===== config.mk =====
export PLATFORM = sky130hd
export DESIGN_NAME = pixel_unpacker
export DESIGN_NICKNAME = d
export VERILOG_FILES = /design/src/rtl/pixel_unpacker.sv
export SDC_FILE = /design/constraint.sdc
export NUM_CORES = 1
export LEC_CHECK = 0
export ABC_AREA = 1
export CORE_ASPECT_RATIO = 0.5
export CORE_MARGIN = 5
export CORE_UTILIZATION = 50
export CTS_CLUSTER_DIAMETER = 50
export DETAILED_ROUTE_END_ITERATION = 8
export PLACE_DENSITY = 0.78
export SYNTH_ARGS = -nofsm -noshare
export SYNTH_HDL_FRONTEND = slang
export SYNTH_SLANG_ARGS = --single-unit

===== constraint.sdc =====
create_clock -name clk -period 2 [get_ports clk]
set_clock_uncertainty 0.05 [all_clocks]
set_input_delay 0.3 -clock clk [delete_from_list [all_inputs] [get_ports clk]]
set_output_delay 0.3 -clock clk [all_outputs]
set_load 0.01 [all_outputs]

===== src/rtl/pixel_unpacker.sv =====
// Word-to-pixel serializer: unpacks 32-bit words into four 8-bit pixels over valid/ready,
// tracking position within a frame and flagging the last pixel.
module pixel_unpacker #(
   parameter int PIXELS_PER_FRAME = 16384,
   parameter int CNT_W            = 14
) (
   input  logic        clk,
   input  logic        n_rst,
   input  logic        clear,
   input  logic [31:0] word_in,
   input  logic        word_valid,
   output logic        word_ready,
   output logic [7:0]  pix_out,
   output logic        pix_valid,
   input  logic        pix_ready,
   output logic        pix_last,
   output logic        frame_done
);

   localparam logic [CNT_W-1:0] LAST_CNT = CNT_W'(PIXELS_PER_FRAME - 1);

   typedef enum logic {IDLE, EMIT} state_t;

   state_t            state, state_nxt;
   logic [31:0]       held, held_nxt;
   logic [1:0]        idx, idx_nxt;
   logic [CNT_W-1:0]  pix_cnt, pix_cnt_nxt;
   logic              frame_done_nxt;
   logic              word_xfer, pix_xfer;

   always_comb begin
      pix_valid  = (state == EMIT);
      word_ready = (state == IDLE) || (idx == 2'd3 && pix_ready);
      pix_xfer   = pix_valid && pix_ready;
      word_xfer  = word_valid && word_ready;
      pix_last   = pix_valid && (pix_cnt == LAST_CNT);

      pix_out = '0;
      if (pix_valid) begin
         unique case (idx)
            2'd0: pix_out = held[31:24];
            2'd1: pix_out = held[23:16];
            2'd2: pix_out = held[15:8];
            2'd3: pix_out = held[7:0];
         endcase
      end
   end

   always_comb begin
      state_nxt      = state;
      held_nxt       = held;
      idx_nxt        = idx;
      pix_cnt_nxt    = pix_cnt;
      frame_done_nxt = pix_xfer && pix_last;

      unique case (state)
         IDLE: begin
            if (word_xfer) begin
               state_nxt = EMIT;
               held_nxt  = word_in;
               idx_nxt   = '0;
            end
         end
         EMIT: begin
            if (pix_xfer) begin
               if (idx == 2'd3) begin
                  idx_nxt = '0;
                  // A word can only transfer here on the final pixel, giving bubble-free chaining.
                  if (word_xfer) held_nxt = word_in;
                  else           state_nxt = IDLE;
               end else begin
                  idx_nxt = idx + 2'd1;
               end
            end
         end
      endcase

      if (pix_xfer) pix_cnt_nxt = (pix_cnt == LAST_CNT) ? '0 : pix_cnt + 1'b1;

      if (clear) begin
         state_nxt      = IDLE;
         held_nxt       = '0;
         idx_nxt        = '0;
         pix_cnt_nxt    = '0;
         frame_done_nxt = 1'b0;
      end
   end

   always_ff @(posedge clk or negedge n_rst) begin
      if (!n_rst) begin
         state      <= IDLE;
         held       <= '0;
         idx        <= '0;
         pix_cnt    <= '0;
         frame_done <= 1'b0;
      end else begin
         state      <= state_nxt;
         held       <= held_nxt;
         idx        <= idx_nxt;
         pix_cnt    <= pix_cnt_nxt;
         frame_done <= frame_done_nxt;
      end
   end

endmodule

### Yosys cells after proc, flatten, opt, wreduce, memory -nomap -nowiden

Cells that the tools add are included.

* register bits: 50
* bits of input ports: 37
* output and inout bits: 12
* logic and storage cells: 46

* add/subtract/negate cells: 2
* eq/ne operators: 7
* muxes and demuxes: 21
* bitwise gates (word level): 1
* reductions and logical operators: 10

Operator list (count)
* 32-bit two-way mux: 4
* 32-bit one-hot mux with 2 select lines: 1
* 14-bit two-way mux: 3
* 8-bit one-hot mux with 4 select lines: 1
* 14-bit by 1-bit adder with 14-bit output, second input constant: 1
* 14-bit equality test, second input constant: 1
* 2-bit two-way mux: 4
* 8-bit two-way mux: 1
* 3-bit by 2-bit != test with 1-bit output, second input constant: 2
* 1-bit logical AND: 5
* 1-bit two-way mux: 5
* 2-bit equality test, second input constant: 2
* 2-bit one-hot mux with 2 select lines: 1
* 2-bit AND reduction: 2
* 3-bit != test, second input constant: 1
* 2-bit by 1-bit adder with 2-bit output, second input constant: 1
* 2-bit by 1-bit equality test with 1-bit output, second input constant: 1
* 2-bit zero test: 1
* 1-bit one-hot mux with 2 select lines: 1
* 2-bit nonzero test: 1
* 1-bit logical OR: 1
* 1-bit inverter: 1

### Depth between registers and ports, before layout

Gate-level depths: netlist of the first run.

* word-level depth: 9
* mapped depth: 8
* gate-level depth less buffers: 8

### Worst setup path after synthesis of the first run

OpenSTA, ideal clock, no wires.

* path kind: reg-to-output
* start: register idx[0]
* end: output pix_out[0]
* arrival: 1.254 ns
* required time: 1.650 ns
* path slack: 0.396 ns
* stages on the path, launching flop included: 7
* path buffers: 1
* cell sequence: dfrtp_1 inv_1 ha_1 clkbuf_1 inv_1 o21ai_0 a31oi_1

* longest elaborated chain between the ends: 3
* elaborated cells between the ends (all ways): 6
* classes of those cells: eq/ne (3); mux (2); reduce/logical (1)

RTL lines
* start: declaration: RTL line 26 `logic [1:0] idx, idx_nxt;`
* start signal: assignment: RTL line 99 `idx <= idx_nxt;`
* 2-bit equality test, or another cell as far along: RTL line 40 `unique case (idx)`
* 8-bit one-hot mux with 4 select lines *: RTL line 40
* 8-bit two-way mux *: RTL line 39 `if (pix_valid) begin`
* end: declaration: RTL line 13 `output logic [7:0] pix_out,`

Every way passes the cells marked *; elsewhere a longest branch is shown, timed or not.

### Final worst setup path of the first run

* start: register idx[1]
* end: output pix_out[2]

Same word-level chain as after synthesis.

==> results.json, run 1 <==
{
  "num_vias": 2428,
  "clk_latency_ps": 310,
  "io_buffers": 48,
  "vias_per_cell": 5.144,
  "crit_arrival_ps": 1610,
  "place_area_um2": 3367,
  "cap_violations": 0,
  "final_hold_viol_count": 0,
  "setup_slack_ps": 41.48,
  "antenna_cells": 0,
  "drt_iter0_drc": 121,
  "root_buffer": "clkbuf_8",
  "whs_ps": 33.23,
  "track_usage_pct": 20.37,
  "routed_wl_um": 6599,
  "finalCriticalPeriod_ps": 1959,
  "synth_cells": 335,
  "overflow": 0,
  "core_region_area_um2": 5396,
  "grt_pass1_wl_um": 11760,
  "ant_nets": 0,
  "layout-drive-gt1-share_pct": 23.06,
  "run_status": "finished clean",
  "clkSlewWorstSetupHoldPaths_ps": 100,
  "grt_pass1_vias": 2490,
  "ys_seq_area_share_pct": 45.56,
  "crit_path_max_fanout": 8,
  "cts_htree_levels": 2,
  "cts_buffer_depth": 2,
  "setup-violations-final": 0,
  "finish.instance_area_um2": 3523,
  "required_ps": 1650,
  "die_width_um": 114.8,
  "min_path_type": "input pin to asynchronous set/reset pin",
  "die_area_um2": 7165,
  "synth-seq-cells": 50,
  "route.detailed.wl_per_inst_um": 13.98,
  "seqCellArea_um2": 1252,
  "critPathLaunch": "idx[1]$_DFFE_PN0P_",
  "fin_util_pct": 65.29,
  "io_pins": 49,
  "cts_hold_buf": 0,
  "initial_utilization_pct": 50.89,
  "synth.area.top_cells": "dfrtp_1, o21ai_2, nand2_1",
  "drc_errors": 0,
  "timing.final.max_slew_violations": 0,
  "ys_types": 26,
  "nNetsFinal": 440,
  "cts_tree": "done",
  "multi_input_area_um2": 1267,
  "synth.avg_cell_area_um2": 8.198,
  "ys_warn_count": 0,
  "worst_pin_slew_ps": 646.1,
  "crit_path_start_kind": "flop",
  "netlist_area_um2": 2746,
  "globalplace.congestion": 0.8546,
  "pre_cts_ws_ps": -75.76,
  "clock-sinks": 50,
  "synth_fp_nets": 377,
  "antenna_found_initial": 0,
  "post-route-period-util_pct": 97.93,
  "crit_type": "flop to output pin",
  "area_delta_synth_final_pct": 28.29,
  "yosys.area.top_type": "dfrtp_1",
  "fillCellCount": 431,
  "numCtsBuffers": 5,
  "num_rows": 19,
  "power-per-cell-area_nw_per_um2": 575.9,
  "synth_top_area_share_pct": 45.56,
  "rsz0062_at_grt": "yes",
  "hpwlAfterDp_um": 4809,
  "timing.fmax_mhz": 510.6,
  "relSlewSlack_pct": 56.93,
  "leakage_nw": 1.540,
  "firstDrtPassIters": 4,
  "grt_max_degree": 51,
  "peakVddDrop_mv": 0.3010,
  "r2r_start": "idx[0]$_DFFE_PN0P_",
  "worst_setup_path_end_kind": "output pin",
  "die_y_um": 62.41
}
flip-flops by register name, indices dropped and copies added, names as in the netlist:
register	flops
idx	2
pix_cnt	14
held	32
frame_done	1
pix_valid	1
synthesized netlist by cell type, drive strengths merged:
cell,instances
dfrtp,50
or2,1
clkbuf,5
nand3,41
o21ai,49
nand4,5
xor2,3
nand2,67
nor2,25
a31oi,8
o21bai,1
nand3b,1
a21oi,11
inv,52
ha,5
buf,9
nor3,2
critical path: stages (launching register included):
cell     delay [ps]
dfrtp_1         410
buf_6           140
inv_6            60
ha_4            150
buf_8           130
a21oi_1          50
a31oi_1         200
buf_2           160
kinds of logic (layout without fill, tap and decap cells):
logic type | Yosys count | in the layout | synth area share (%)
AO/OA/AOI/OAI | 69 | 69 | 17.54
XOR/XNOR | 3 | 3 | 0.9569
adder cells (fa/ha/maj) | 5 | 5 | 2.278
buffers and inverters | 66 | 130 | 10.25
flip-flops | 50 | 50 | 45.56
AND/OR/NAND/NOR | 142 | 142 | 23.42
worst paths after layout:
check / to / slack, ps / depth (start not counted)
min in group clk: held[25]$_DFFE_PN0P_ / 480 / 2
max: pix_out[2] / 40 / 7
max reg2reg: held[11]$_DFFE_PN0P_ / 170 / 9
min reg2reg: held[25]$_DFFE_PN0P_ / 480 / 2
max in group asynchronous: pix_valid$_DFF_PN0_ / 1390 / 2
min: held[9]$_DFFE_PN0P_ / 30 / 2
per-stage QoR:
stage	setup TNS (ps)	total power [mW]	std cells
finish	0	2.029	472
global route	-68.02	2.145	472
CTS	-82.70	2.034	469
detailed placement	-393.4	1.440	459
global placement	-89.49	1.431	459
floorplan	0	1.265	335
routing by layer:
| layer | vias up | wire (µm) | global-route usage [%] |
|---|---|---|---|
| met5 | - | 0 | 0 |
| met4 | 0 | 137 | 6.442 |
| met3 | 14 | 226 | 4.545 |
| met2 | 45 | 3361 | 34.78 |
| met1 | 1163 | 2874 | 25.77 |
| li1 | 1206 | - | - |
power by group:
part           total (mW)  switching (mW)  internal (mW)
clock network       0.594           0.348          0.246
registers            1.08          0.0290           1.05
logic               0.353           0.190          0.162
layout make-up:
| type | instances | area share [%] |
|---|---|---|
| multi-input combinational | 219 | 35.97 |
| sequential | 50 | 35.55 |
| timing repair buffer | 70 | 17.58 |
| inverter | 52 | 5.753 |
| tap | 73 | 2.592 |
| clock buffer | 5 | 1.953 |
| clock inverter | 3 | 0.6037 |
timing repair:
action | 4_1_cts | 5_1_grt
gates resized for setup | 43 | 13
buffers inserted | 2 | 3
pin swaps | 0 | 3
setup endpoints to repair | 10 | 10
layout by cell type (no fill, tap or decap), types with 9 or more instances in the layout:
cell type	synthesis	final
a21oi_1	10	9
buf_2	3	9
buf_4	0	19
clkdlybuf4s50_1	0	37
dfrtp_1	50	49
inv_1	49	46
nand2_1	62	62
nand3_1	41	41
nor2_1	22	22
o21ai_0	19	19
o21ai_2	30	30
Power figures use the tool's default switching activity.
==> inputs of run 2 (changes only) <==
--- a/config.mk
+++ b/config.mk
@@ -12,6 +12,7 @@
 export CTS_CLUSTER_DIAMETER = 50
 export DETAILED_ROUTE_END_ITERATION = 8
 export PLACE_DENSITY = 0.78
+export SKIP_LAST_GASP = 1
 export SYNTH_ARGS = -nofsm -noshare
 export SYNTH_HDL_FRONTEND = slang
 export SYNTH_SLANG_ARGS = --single-unit
==> run 2 against run 1 <==
Compared with the run above: register-to-register slack gained 20 ps; via count grew 1.4%; routed wire length grew 0.67%; hold slack is essentially flat; power shrank 0.33%; count of clock-buffer cells in the layout is the same; global-route usage shrank 0.062 points; final area grew 0.28%; largest cell class unchanged; largest power group unchanged.
==> results.json, run 2 (synthesis results as in run 1) <==
{
  "run_status": "finished clean",
  "crit_arrival_ps": 1570,
  "io_pins": 49,
  "critical-path-max-stage-delay_ps": 410,
  "setup_slack_ps": 76.28,
  "ant_nets": 0,
  "dr_wl_met3_um": 280,
  "timing.final.max_slew_violations": 0,
  "crit_path_max_fanout": 7,
  "antenna_found_initial": 0,
  "cp_cell_sequence": "buf_4 -> ha_4 -> buf_4 -> nand2_1 -> a31oi_1 -> clkbuf_2",
  "met2_wirelength_um": 3476,
  "met1_length_um": 2776,
  "worst_setup_path_end_kind": "output pin",
  "cts_tree": "done",
  "routed_wl_um": 6643,
  "layout_commonest_cell": "nand2_1",
  "die_area_um2": 7165,
  "fillCellCount": 431,
  "cts_htree_levels": 2,
  "antenna_cells": 0,
  "die_y_um": 62.41,
  "overflow": 0,
  "root_buffer": "clkbuf_8",
  "rsz0062_at_grt": "yes",
  "numCtsBuffers": 5,
  "min_path_type": "input pin to asynchronous set/reset pin",
  "hpwlAfterDp_um": 4809,
  "pre_cts_ws_ps": -75.76,
  "required_ps": 1650,
  "cap_violations": 0,
  "grt_pass1_vias": 2489,
  "core_region_area_um2": 5396,
  "power_frac_clock_pct": 29.0,
  "grt_pass1_wl_um": 11730,
  "crit_family": "buffers and inverters",
  "clk_latency_ps": 300,
  "dp_cells": 459,
  "route.detailed.wl_per_inst_um": 14.04,
  "p_sw_uw": 560.2,
  "timing.fmax_mhz": 519.8,
  "globalplace.congestion": 0.8546,
  "final_hold_viol_count": 0,
  "io_buffers": 48,
  "power-per-cell-area_nw_per_um2": 572.4,
  "leakage_nw": 1.550,
  "highest-signal-layer": "met4",
  "area_delta_synth_final_pct": 28.66,
  "drt_iter0_drc": 134,
  "num_rows": 19,
  "drc_errors": 0,
  "grt_max_degree": 51,
  "regMostFlops": "held",
  "cp_num_buf_inv": 3,
  "r2r_setup_slack_ps": 190,
  "swShare_pct": 27.70,
  "internal_power_mw": 1.462,
  "relSlewSlack_pct": 57.72,
  "largest_reg_flops": 32,
  "cts_buffer_depth": 2,
  "sequentialPowerShare_pct": 53.5,
  "whs_ps": 33.04,
  "initial_utilization_pct": 50.89,
  "track_usage_pct": 20.31,
  "firstDrtPassIters": 4,
  "setup-violations-final": 0,
  "worst_pin_slew_ps": 634.3,
  "r2r-end": "held[11]$_DFFE_PN0P_",
  "peakVddDrop_mv": 0.2988,
  "combinationalPowerShare_pct": 17.5,
  "crit_type": "flop to output pin",
  "clock-sinks": 50,
  "vias_per_cell": 5.207,
  "reg_top3": "held: 32 flops, pix_cnt: 14 flops, idx: 2 flops",
  "cpMostUsedCell": "buf_4",
  "finalCriticalPeriod_ps": 1924,
  "rr_worst_depth": 9,
  "finalPower_mw": 2.023,
  "nNetsFinal": 441,
  "final_cell_mix": "nand2_1, dfrtp_1, inv_1, nand3_1, clkdlybuf4s50_1",
  "die_width_um": 114.8,
  "r2r_start": "idx[0]$_DFFE_PN0P_",
  "post-route-period-util_pct": 96.19,
  "num_vias": 2463,
  "clkSlewWorstSetupHoldPaths_ps": 90,
  "slowest_stage": "dfrtp_1",
  "crit_path_start_kind": "flop",
  "layout-drive-gt1-share_pct": 23.25,
  "layout.cells.non_filler": 473
}
[run 2: cell types whose count changed in the layout (fill, tap and decap cells not counted), sizes merged]
cell / previous run / this run
clkbuf: 6 / 7
clkdlybuf4s15: 1 / 0
dlymetal6s2s: 0 / 1
[run 2: metal layers]
layer  track usage (%)  up-vias
met5                 0        -
met4             5.857        0
met3             4.449       10
met2             35.00       55
met1             25.71     1186
li1                  -     1212
[run 2: timing repair]
action | 4_1_cts | 5_1_grt
pin swaps | 0 | 3
buffers inserted | 2 | 4
setup endpoints to repair | 10 | 11
gates resized for setup | 39 | 16
hold buffers | 0 | 0
[run 2: worst register-to-register path: cells and delay by family, from the launching register on]
family,cells,cell delay [ps]
AOI/OAI and AO/OA,2,230
DFF,1,420
buffers and inverters,4,580
adders and majority gates,1,160
and+or+nand+nor,2,290
[run 2: cell type report]
cell class	count	area, µm²	area share (%)
Tap cell	73	91.34	2.585
Clock buffer	5	68.82	1.948
Multi-Input combinational cell	219	1267	35.87
Timing Repair Buffer	71	629.4	17.81
Clock inverter	3	21.27	0.6020
Inverter	52	202.7	5.737
Sequential cell	50	1252	35.45
[run 2: worst max-delay path by stage]
stage	from	to	depth (start not counted)
final	idx[0]$_DFFE_PN0P_	pix_out[2]	6
after global placement	idx[0]$_DFFE_PN0P_	pix_out[0]	6
after detailed placement	idx[1]$_DFFE_PN0P_	pix_out[2]	5
after floorplan	idx[0]$_DFFE_PN0P_	pix_out[0]	6
after global routing	idx[1]$_DFFE_PN0P_	pix_out[5]	7
after CTS	idx[1]$_DFFE_PN0P_	pix_out[2]	7
[run 2: power by group through the flow]
stage               logic [mW]  registers (mW)  clock network (mW)
floorplan                0.171            1.09                   0
global placement         0.331            1.10                   0
detailed placement       0.340            1.10                   0
CTS                      0.342            1.08               0.608
global route             0.392            1.09               0.667
finish                   0.354            1.08               0.586
[run 2: per-stage QoR]
| stage | setup TNS, ps | util (%) | cell area (µm²) |
|---|---|---|---|
| after CTS | -309.1 | 64.27 | 3468 |
| after global placement | -89.49 | 62.39 | 3367 |
| after detailed placement | -393.4 | 62.39 | 3367 |
| after floorplan | 0 | - | 2746 |
| final | 0 | 65.48 | 3533 |
| after global routing | -36.30 | 65.48 | 3533 |
==> inputs of run 3 (changes only) <==
--- a/config.mk
+++ b/config.mk
@@ -6,7 +6,6 @@
 export NUM_CORES = 1
 export LEC_CHECK = 0
 export ABC_AREA = 1
-export CORE_ASPECT_RATIO = 0.5
 export CORE_MARGIN = 5
 export CORE_UTILIZATION = 50
 export CTS_CLUSTER_DIAMETER = 50
==> run 3 against run 2 <==
Compared with the run above: sequential cell count stayed put; highest routed layer unchanged; power is 1.3% higher; global-route usage is 0.40 points lower; largest power group unchanged; final area is 0.18% higher; sequential share of layout area is 0.063 points lower.
==> results.json, run 3 (synthesis results as in run 1) <==
{
  "run_status": "finished clean",
  "crit_type": "flop to output pin",
  "nNetsFinal": 442,
  "route.detailed.wl_per_inst_um": 14.56,
  "grt_pass1_vias": 2469,
  "rr_worst_depth": 8,
  "grt_pass1_wl_um": 11410,
  "vias_per_cell": 5.203,
  "finalPower_mw": 2.049,
  "layout_commonest_cell": "nand2_1",
  "seqCellArea_um2": 1252,
  "fillCellCount": 478,
  "area_delta_synth_final_pct": 28.88,
  "critical-path-max-stage-delay_ps": 380,
  "core_region_area_um2": 5405,
  "crit_path_start_kind": "flop",
  "crit_family": "buffers and inverters",
  "r2r_start": "idx[0]$_DFFE_PN0P_",
  "peakVddDrop_mv": 0.4081,
  "timing.fmax_mhz": 504.4,
  "numCtsBuffers": 5,
  "crit_arrival_ps": 1630,
  "die_width_um": 84.12,
  "initial_utilization_pct": 50.81,
  "post-route-period-util_pct": 99.13,
  "reg_top3": "held: 32 flops, pix_cnt: 14 flops, idx: 2 flops",
  "worst_setup_path_end_kind": "output pin",
  "setup-violations-final": 0,
  "multi_input_area_um2": 1251,
  "grt_max_degree": 43,
  "cap_violations": 0,
  "final_cell_mix": "nand2_1, dfrtp_1, inv_1, nand3_1, clkdlybuf4s50_1",
  "num_vias": 2461,
  "timing.final.max_slew_violations": 0,
  "slowest_stage": "dfrtp_1",
  "ant_nets": 0,
  "rsz0062_at_grt": "yes",
  "power-per-cell-area_nw_per_um2": 579.0,
  "clk_latency_ps": 300,
  "leakage_nw": 1.559,
  "hpwlAfterDp_um": 5003,
  "layout.cells.non_filler": 473,
  "pre_cts_ws_ps": -166.0,
  "globalplace.congestion": 0.8619,
  "crit_path_max_fanout": 8,
  "clkSlewWorstSetupHoldPaths_ps": 90,
  "worst_pin_slew_ps": 330.4,
  "firstDrtPassIters": 4,
  "antenna_cells": 0,
  "die_area_um2": 7075,
  "track_usage_pct": 19.92,
  "place_area_um2": 3406,
  "cts_tree": "done",
  "final_hold_viol_count": 0,
  "io_pins": 49,
  "setup_slack_ps": 17.46,
  "r2r-end": "held[22]$_DFFE_PN0P_",
  "cp_cell_sequence": "inv_1 -> ha_1 -> inv_2 -> o21ai_0 -> a31oi_1 -> clkbuf_2",
  "r2r_setup_slack_ps": 230,
  "num_rows": 27,
  "relSlewSlack_pct": 77.97,
  "drt_iter0_drc": 142,
  "regMostFlops": "held",
  "cts_htree_levels": 2,
  "drc_errors": 0,
  "routed_wl_um": 6888,
  "antenna_found_initial": 0,
  "required_ps": 1650,
  "dp_cells": 460,
  "largest_reg_flops": 32,
  "overflow": 0,
  "cts_buffer_depth": 2,
  "cp_num_buf_inv": 3,
  "finalCriticalPeriod_ps": 1983,
  "root_buffer": "clkbuf_8",
  "layout-drive-gt1-share_pct": 22.19,
  "io_buffers": 48,
  "die_y_um": 84.12,
  "clock-sinks": 50,
  "min_path_type": "input pin to asynchronous set/reset pin",
  "finish.instance_area_um2": 3540
}
==> run 3: cell count changes in the layout (fill, tap and decap cells not counted), sizes merged <==
cell           delta
clkbuf            +1
dlygate4sd3       +1
clkinv            -1
dlymetal6s2s      -1
clkinvlp          -1
clkdlybuf4s15     +2
==> run 3: repair_timing <==
| item | CTS | global route |
|---|---|---|
| hold buffers | 1 | 0 |
| endpoints found under the setup margin | 10 | 10 |
| pin swaps | 1 | 2 |
| endpoints found under the hold margin | 8 | 0 |
| buffers inserted | 3 | 2 |
| gates resized for setup | 34 | 15 |
==> run 3: worst max-delay path by stage <==
stage | from | to | slack, ps | cells after the start
6_report | idx[0]$_DFFE_PN0P_ | pix_out[6] | 20 | 6
5_1_grt | idx[0]$_DFFE_PN0P_ | pix_out[6] | -40 | 6
4_1_cts | idx[0]$_DFFE_PN0P_ | pix_out[6] | -140 | 6
3_5_place_dp | idx[0]$_DFFE_PN0P_ | pix_out[6] | -170 | 6
3_3_place_gp | idx[0]$_DFFE_PN0P_ | pix_out[4] | -40 | 6
2_1_floorplan | idx[0]$_DFFE_PN0P_ | pix_out[0] | 400 | 6
==> run 3: area by class of cell <==
| type | instances | share of cell area (%) |
|---|---|---|
| Tap cell | 72 | 2.545 |
| Clock inverter | 1 | 0.1414 |
| Sequential cell | 50 | 35.38 |
| Multi-Input combinational cell | 219 | 35.35 |
| Timing Repair Buffer | 72 | 18.63 |
| Clock buffer | 7 | 2.439 |
| Inverter | 52 | 5.514 |
==> run 3: metrics by stage <==
stage / hold WS, ps / util (%) / setup TNS, ps
CTS: 336.3 / 65.86 / -345.4
floorplan: -45.59 / - / 0
finish: 326.4 / 65.49 / 0
global placement: 125.0 / 63.01 / -216.1
global route: 350.5 / 65.49 / -56.33
detailed placement: 130.9 / 63.01 / -719.2
==> run 3: where the power goes <==
group          total (mW)  internal (mW)  switching, mW
clock network       0.607          0.280          0.328
logic               0.356          0.163          0.193
registers            1.09           1.05         0.0325
==> run 3: routing by layer <==
metal,part of all wire (%),vias up,GRT usage [%],wire length (µm)
met2,51,76,34.07,3489
met4,2.9,0,6.579,199
met1,41,1162,25.13,2816
li1,-,1207,-,-
met3,5.5,16,4.047,381
met5,0,-,0,0
